$ cat src/rtl/t_ff_pkg.sv
// Shared definitions for the T flip-flop counter bank controller.
// The package holds the controller state encoding and the mode constants.
package t_ff_pkg;

  typedef enum logic [1:0] {
    ST_IDLE = 2'd0,
    ST_RUN  = 2'd1,
    ST_DONE = 2'd2
  } state_e;

  localparam logic MODE_FREE    = 1'b0;
  localparam logic MODE_ONESHOT = 1'b1;

endpackage

$ cat src/rtl/t_ff_cell.sv
// Single T flip-flop with synchronous active-high reset.
module t_ff_cell (
  input  logic clk,
  input  logic rst,
  input  logic t,
  output logic q
);

  always_ff @(posedge clk) begin
    if (rst) q <= 1'b0;
    else     q <= q ^ t;
  end

endmodule

$ cat src/rtl/t_ff_count_ctrl.sv
// Sequencing controller for a WIDTH-bit T flip-flop counter bank.
// Each cycle it produces per-bit toggle enables that count 0..limit and then clear the bank.
module t_ff_count_ctrl
  import t_ff_pkg::*;
#(
  parameter int unsigned WIDTH = 4
) (
  input  logic             clk,
  input  logic             rst,
  input  logic             start,
  input  logic             stop,
  input  logic             mode,
  input  logic [WIDTH-1:0] limit,
  output logic [WIDTH-1:0] t_vec,
  output logic [WIDTH-1:0] q,
  output logic             busy,
  output logic             wrap,
  output logic             done
);

  state_e           state_q, state_d;
  logic [WIDTH-1:0] limit_q, limit_d;
  logic             mode_q, mode_d;
  logic             wrap_q, wrap_d;
  logic [WIDTH-1:0] inc_mask;

  // Increment without an adder: bit i toggles when all lower bits are set.
  assign inc_mask[0] = 1'b1;
  for (genvar i = 1; i < WIDTH; i++) begin : g_inc
    assign inc_mask[i] = &q[i-1:0];
  end

  for (genvar i = 0; i < WIDTH; i++) begin : g_bank
    t_ff_cell u_cell (
      .clk (clk),
      .rst (rst),
      .t   (t_vec[i]),
      .q   (q[i])
    );
  end

  always_ff @(posedge clk) begin
    if (rst) begin
      state_q <= ST_IDLE;
      limit_q <= '0;
      mode_q  <= MODE_FREE;
      wrap_q  <= 1'b0;
    end else begin
      state_q <= state_d;
      limit_q <= limit_d;
      mode_q  <= mode_d;
      wrap_q  <= wrap_d;
    end
  end

  // Next-state and toggle enables; clearing toggles exactly the set bits (t_vec = q).
  always_comb begin
    state_d = state_q;
    limit_d = limit_q;
    mode_d  = mode_q;
    wrap_d  = 1'b0;
    t_vec   = '0;
    unique case (state_q)
      ST_IDLE: begin
        if (start && !stop) begin
          t_vec   = q;
          limit_d = limit;
          mode_d  = mode;
          state_d = ST_RUN;
        end
      end
      ST_RUN: begin
        if (stop) begin
          state_d = ST_IDLE;
        end else if (q == limit_q) begin
          t_vec  = q;
          wrap_d = 1'b1;
          if (mode_q == MODE_ONESHOT) state_d = ST_DONE;
        end else begin
          t_vec = inc_mask;
        end
      end
      ST_DONE: begin
        state_d = ST_IDLE;
      end
      default: begin
        state_d = ST_IDLE;
      end
    endcase
  end

  assign busy = (state_q == ST_RUN);
  assign done = (state_q == ST_DONE);
  assign wrap = wrap_q;

endmodule

$ cat config.mk
export PLATFORM = sky130hd
export DESIGN_NAME = t_ff_count_ctrl
export DESIGN_NICKNAME = d
export VERILOG_FILES = /design/src/rtl/t_ff_pkg.sv /design/src/rtl/t_ff_cell.sv /design/src/rtl/t_ff_count_ctrl.sv
export SDC_FILE = /design/constraint.sdc
export NUM_CORES = 1
export LEC_CHECK = 0
export CORE_MARGIN = 4
export CORE_UTILIZATION = 38
export CTS_CLUSTER_DIAMETER = 30
export DETAILED_ROUTE_END_ITERATION = 16
export GPL_ROUTABILITY_DRIVEN = 1
export GPL_TIMING_DRIVEN = 0
export PLACE_DENSITY = 0.82
export SLEW_MARGIN = 20
export SYNTH_ARGS = -nofsm -noshare
export SYNTH_HDL_FRONTEND = slang
export SYNTH_HIERARCHICAL = 1
export SYNTH_SLANG_ARGS = --single-unit
$ cat constraint.sdc
create_clock -name clk -period 1.35 [get_ports clk]
set_input_delay 0.27 -clock clk [delete_from_list [all_inputs] [get_ports clk]]
set_output_delay 0.27 -clock clk [all_outputs]
set_load 0.01 [all_outputs]
==> impl_metrics.env, run 1 <==
export IMPL_status="finished, violations left"
export IMPL_violations="setup timing"
export IMPL_die_height_um=47.51
export IMPL_cts_htree_levels=1
export IMPL_yosysUniqueCellTypes=23
export IMPL_synth_nets=70
export IMPL_post_dp_hpwl_um=897.9
export IMPL_grt_max_degree=9
export IMPL_core_um2=1383
export IMPL_irDropWorstVdd_uv=717.0
export IMPL_port_buffers=19
export IMPL_grtUsageTotal=0.1564
export IMPL_layout_cells_most_common_list="14 x buf_4, 10 x nor2_1, 7 x buf_6"
export IMPL_drv_cap=0
export IMPL_power_leakage_uw=0.0004472
export IMPL_drive_above_1_share=0.5825
export IMPL_wirelength_um=1751
export IMPL_antenna_found_initial=0
export IMPL_area_delta_synth_final_pct=82.91
export IMPL_cts_tree="built"
export IMPL_final_common_cell="buf_4"
export IMPL_post_place_cells=95
export IMPL_antennaDiodeCount=0
export IMPL_p_per_area_nw_per_um2=775.7
export IMPL_grt_pass1_vias=568
export IMPL_period_needed_ns=1.812
export IMPL_worstHoldPathType="flop to flop"
export IMPL_yosys_warnings=6
export IMPL_num_rows=13
export IMPL_postLayoutCellArea_um2=1085
export IMPL_grt_pass1_wl_um=2373
export IMPL_start_util=0.4290
export IMPL_clockBufferDepth=2
export IMPL_place_area_um2=853.3
export IMPL_worst_pin_slew_ns=0.4031
export IMPL_skew_ns=0.003428
export IMPL_dr_pass1_iters=4
export IMPL_critical_path_class="flop to output port"
export IMPL_max_freq_mhz=551.7
export IMPL_clk_pin_slew_ns=0.08
export IMPL_cts_sinks=12
export IMPL_worst_slack_ns=-0.4624
export IMPL_fin_cells=118
export IMPL_crit_fanout=4
export IMPL_end_kind="output port"
export IMPL_fin_crit_sh=1.343
export IMPL_ioPinCount=20
export IMPL_wire_per_inst_um=14.84
export IMPL_dieArea_um2=2257
export IMPL_routed_via_density=5.025
export IMPL_cts_buffers_inserted=3
export IMPL_ys_seq_area_frac=0.4051
export IMPL_setup_tns_final_ns=-2.139
export IMPL_drtIter0Drc=5
export IMPL_syn_avg_cell_area_um2=9.722
export IMPL_drc_errors=0
export IMPL_cts_root_buffer="clkbuf_4"
export IMPL_grt_overflow=0
export IMPL_hold_violations=0
export IMPL_crit_arrival_ns=1.54
export IMPL_gp_congestion=0.7542
export IMPL_clk_latency_ns=0.27
export IMPL_crit_path_start_kind="flop"
export IMPL_drtAntennaViolNets=0
export IMPL_max_slew_margin_rel=0.7312
export IMPL_rsz0062_at_grt="true"
export IMPL_r2r_cells=8
export IMPL_cp_required_ns=1.08
export IMPL_fillers=99
export IMPL_slew_viol_final=0
export IMPL_setup_violations=7
export IMPL_nets=113
export IMPL_vias=593
export IMPL_syn_inst=61
export IMPL_ys_seq_elements=12
export IMPL_hold_depth=2
export IMPL_synth_cell_area_um2=593.1
export IMPL_die_x_um=47.51
[flip-flops by register name, indices dropped and copies added (netlist names)]
name and count:
g_bank.u_cell/q 4, state_q 2, mode_q 1, wrap 1, limit_q 4
[metrics by stage]
stage	total power (µW)	hold WS, ns	setup WS, ns	utilization
4_1_cts	806.1	0.4794	-0.5000	0.7213
2_1_floorplan	449.1	0.3327	-0.07032	-
6_report	841.4	0.5109	-0.4624	0.7846
3_5_place_dp	495.9	0.4717	-1.081	0.6172
3_3_place_gp	493.1	0.4705	-1.042	0.6172
5_1_grt	883.7	0.5474	-0.5398	0.7846
[area by class of cell]
| type | instances | area [µm²] | area share |
|---|---|---|---|
| tap | 15 | 18.77 | 0.01730 |
| inverter | 4 | 17.52 | 0.01615 |
| sequential | 12 | 267.8 | 0.2468 |
| multi-input combinational | 43 | 416.7 | 0.3841 |
| buffer | 2 | 15.01 | 0.01384 |
| clock buffer | 4 | 36.28 | 0.03345 |
| timing repair buffer | 38 | 312.8 | 0.2884 |
[cells in the mapped netlist]
master    n  area share
a21oi_1   1      0.0084
a21oi_2   1       0.015
and4_4    1       0.019
buf_1     1      0.0063
buf_6     1       0.019
dfxtp_1  12        0.41
inv_1     4       0.025
mux2i_1   5       0.084
nand2_1   2       0.013
nand4_1   2       0.021
nor2_1   10       0.063
nor2b_1   2       0.021
nor2b_2   1       0.015
nor3_1    1      0.0084
nor3b_2   1       0.021
nor3b_4   1       0.032
o21ai_0   3       0.025
o21ba_1   1       0.017
o22ai_1   1       0.011
o31ai_1   1       0.013
o32ai_2   1       0.027
xnor2_1   7        0.10
xnor2_2   1       0.027
[logic make-up (layout without fill, tap and decap cells)]
group	after synthesis	count (layout)	synth area share
xor gates and xnor gates	8	8	0.1308
muxes	5	5	0.08439
and+or+nand+nor	21	21	0.2131
AOI/OAI and AO/OA	9	9	0.1160
DFF	12	12	0.4051
buffers and inverters	6	48	0.05062
[critical path: stages, from the launching register on]
cell	delay, ns
dfxtp_4	0.37
xnor2_2	0.13
and4_4	0.21
buf_4	0.13
buf_6	0.12
o22ai_2	0.15
buf_2	0.16
[routing by layer]
layer  global-route usage  vias up  part of all wire
met5                    0        -                 0
met1               0.1580      283              0.41
met3              0.04887        4             0.038
li1                     -      290                 -
met2               0.2727       16              0.54
met4               0.1050        0            0.0074
[path summary, 6_finish.rpt]
| check | from | to | slack (ns) |
|---|---|---|---|
| setup / recovery | g_bank[1].u_cell/q$_SDFF_PP0_ | t_vec[1] | -0.46 |
| setup reg to reg | g_bank[2].u_cell/q$_SDFF_PP0_ | g_bank[1].u_cell/q$_SDFF_PP0_ | -0.18 |
| hold reg to reg | mode_q$_SDFFE_PP0P_ | state_q[1]$_SDFFE_PP0P_ | 0.51 |
| hold / removal | mode_q$_SDFFE_PP0P_ | state_q[1]$_SDFFE_PP0P_ | 0.51 |
[where the power goes]
group | internal [µW] | switching [µW]
Sequential | 356 | 12.5
Combinational | 107 | 75.7
Clock | 164 | 126
Total | 627 | 214
[what timing repair did]
action | 4_1_cts | 5_1_grt
pin swaps | 7 | 10
cloned | 0 | 0
setup buffers | 11 | 9
resized for setup | 42 | 19
hold endpoints to repair | 0 | 0
hold buffers | 0 | 0
endpoints found under the setup margin | 18 | 13
Power figures use the tool's default switching activity.
==> run 2: changes to the inputs <==
- CORE_UTILIZATION: 38 -> 42
- PLACE_DENSITY: 0.82 -> 0.86
- clock period: 1.35 -> 1.7 ns (I/O delays scaled with it)
==> impl_metrics.env, run 2 (synthesis results as in run 1) <==
export IMPL_dr_pass1_iters=4
export IMPL_area_delta_synth_final_pct=70.25
export IMPL_final_common_cell="buf_4"
export IMPL_seq_power_share=0.494
export IMPL_drtAntennaViolNets=0
export IMPL_critical_path_top_delay_family="buffers and inverters"
export IMPL_switching_power_uw=154.4
export IMPL_drc_errors=0
export IMPL_hold_ws_ns=0.5340
export IMPL_max_slew_margin_rel=0.7651
export IMPL_antennaDiodeCount=0
export IMPL_vias=574
export IMPL_swShare=0.2600
export IMPL_cts_sinks=12
export IMPL_ioPinCount=20
export IMPL_violations="setup timing"
export IMPL_crit_chain="clkdlybuf4s15_2 > nor2b_4 > nor3b_4 > buf_6 > a21oi_4 > o32ai_2 > buf_2"
export IMPL_drtIter0Drc=9
export IMPL_hold_violations=0
export IMPL_dieArea_um2=2077
export IMPL_grt_pass1_vias=565
export IMPL_grtUsageTotal=0.1692
export IMPL_rsz0062_at_grt="true"
export IMPL_worstHoldPathType="flop to flop"
export IMPL_wire_per_inst_um=15.65
export IMPL_final_util=0.7664
export IMPL_worst_pin_slew_ns=0.3493
export IMPL_layout_cells_most_common_list="11 x buf_4, 10 x nor2_1, 10 x clkdlybuf4s50_1"
export IMPL_nets=106
export IMPL_slew_viol_final=0
export IMPL_skew_ns=0.005562
export IMPL_period_needed_ns=1.898
export IMPL_drive_above_1_share=0.4842
export IMPL_gp_congestion=0.7228
export IMPL_p_total_uw=593.6
export IMPL_cts_htree_levels=1
export IMPL_crit_path_start_kind="primary input"
export IMPL_cts_root_buffer="clkbuf_4"
export IMPL_clk_latency_ns=0.27
export IMPL_worst_slack_ns=-0.1978
export IMPL_setup_violations=4
export IMPL_die_x_um=45.58
export IMPL_grt_max_degree=9
export IMPL_top_regs="g_bank.u_cell/q (4), limit_q (4), state_q (2)"
export IMPL_crit_fanout=4
export IMPL_fin_crit_sh=1.116
export IMPL_postLayoutCellArea_um2=1010
export IMPL_end_kind="output port"
export IMPL_start_util=0.4501
export IMPL_power_leakage_uw=0.0004213
export IMPL_wirelength_um=1722
export IMPL_slowest_delay_ns=0.23
export IMPL_critical_path_class="primary input to output port"
export IMPL_die_height_um=45.58
export IMPL_num_rows=13
export IMPL_antenna_found_initial=0
export IMPL_core_um2=1318
export IMPL_setup_tns_final_ns=-0.4521
export IMPL_grt_pass1_wl_um=2394
export IMPL_clockBufferDepth=2
export IMPL_routed_via_density=5.218
export IMPL_cts_buffers_inserted=3
export IMPL_post_dp_hpwl_um=909.5
export IMPL_place_area_um2=802.0
export IMPL_irDropWorstVdd_uv=502.9
export IMPL_cts_tree="built"
export IMPL_cp_required_ns=1.36
export IMPL_path_buf_inv=3
export IMPL_pwr_share_clk=0.286
export IMPL_grt_overflow=0
export IMPL_drv_cap=0
export IMPL_clk_pin_slew_ns=0.07
export IMPL_p_per_area_nw_per_um2=587.9
export IMPL_cts_hold_buf=0
export IMPL_p_int_uw=439.2
export IMPL_status="finished, violations left"
export IMPL_combPwrFrac=0.219
export IMPL_port_buffers=19
export IMPL_cp_slowest_cell="clkdlybuf4s15_2"
export IMPL_crit_arrival_ns=1.56
export IMPL_max_freq_mhz=526.9
-- run 2: cell count changes in the layout (fill, tap and decap cells not counted), moves of 2 or more --
cell	previous run	this run
buf_6	7	3
buf_4	14	11
clkdlybuf4s50_1	6	10
clkbuf_2	4	0
dlymetal6s2s_1	0	2
dlygate4sd2_1	4	2
-- run 2: area by class of cell --
cell class | count | area (µm²)
inverter | 4 | 15.01
tap | 15 | 18.77
sequential | 12 | 267.8
fill | 87 | 307.8
buffer | 2 | 15.01
clock buffer | 3 | 22.52
timing repair buffer | 31 | 274.0
multi-input combinational | 43 | 396.6
-- run 2: repair_timing --
action,4_1_cts,5_1_grt
gates cloned,0,0
endpoints found under the setup margin,8,5
pin swaps,4,3
setup buffers,7,5
resized for setup,48,9
-- run 2: metrics by stage --
step	setup slack, ns	instances
2_1_floorplan	0.05751	61
3_3_place_gp	-0.8675	95
3_5_place_dp	-0.9538	95
4_1_cts	-0.1791	105
5_1_grt	-0.2620	110
6_report	-0.1978	110
-- run 2: layer usage --
metal | GRT usage | part of all wire
met3 | 0.06719 | 0.076
met2 | 0.3231 | 0.52
met1 | 0.1463 | 0.35
met5 | 0 | 0
met4 | 0.08772 | 0.055
-- run 2: path summary, 6_finish.rpt --
check | start | to | slack [ns] | cells after the start
worst max-delay path | stop | t_vec[3] | -0.20 | 7
worst min-delay path | limit_q[2]$_SDFFE_PP0P_ | limit_q[2]$_SDFFE_PP0P_ | 0.53 | 2
worst max register to register | g_bank[2].u_cell/q$_SDFF_PP0_ | g_bank[3].u_cell/q$_SDFF_PP0_ | 0.09 | 8
worst min register to register | limit_q[2]$_SDFFE_PP0P_ | limit_q[2]$_SDFFE_PP0P_ | 0.53 | 2
-- run 2: worst reg2reg max path, delay by kind of cell, from the launching register on --
kind            cells  cell delay (ns)
flops               1             0.37
simple gates        2             0.33
compound gates      2             0.31
xor+xnor            2             0.27
buf+inv             2             0.24
-- run 2: power by group through the flow --
stage | sequential [µW] | combinational, µW | clock, µW
CTS | 292 | 114 | 170
floorplan | 304 | 50.6 | 0
global route | 294 | 138 | 192
global placement | 305 | 84.4 | 0
finish | 294 | 130 | 170
detailed placement | 305 | 86.5 | 0
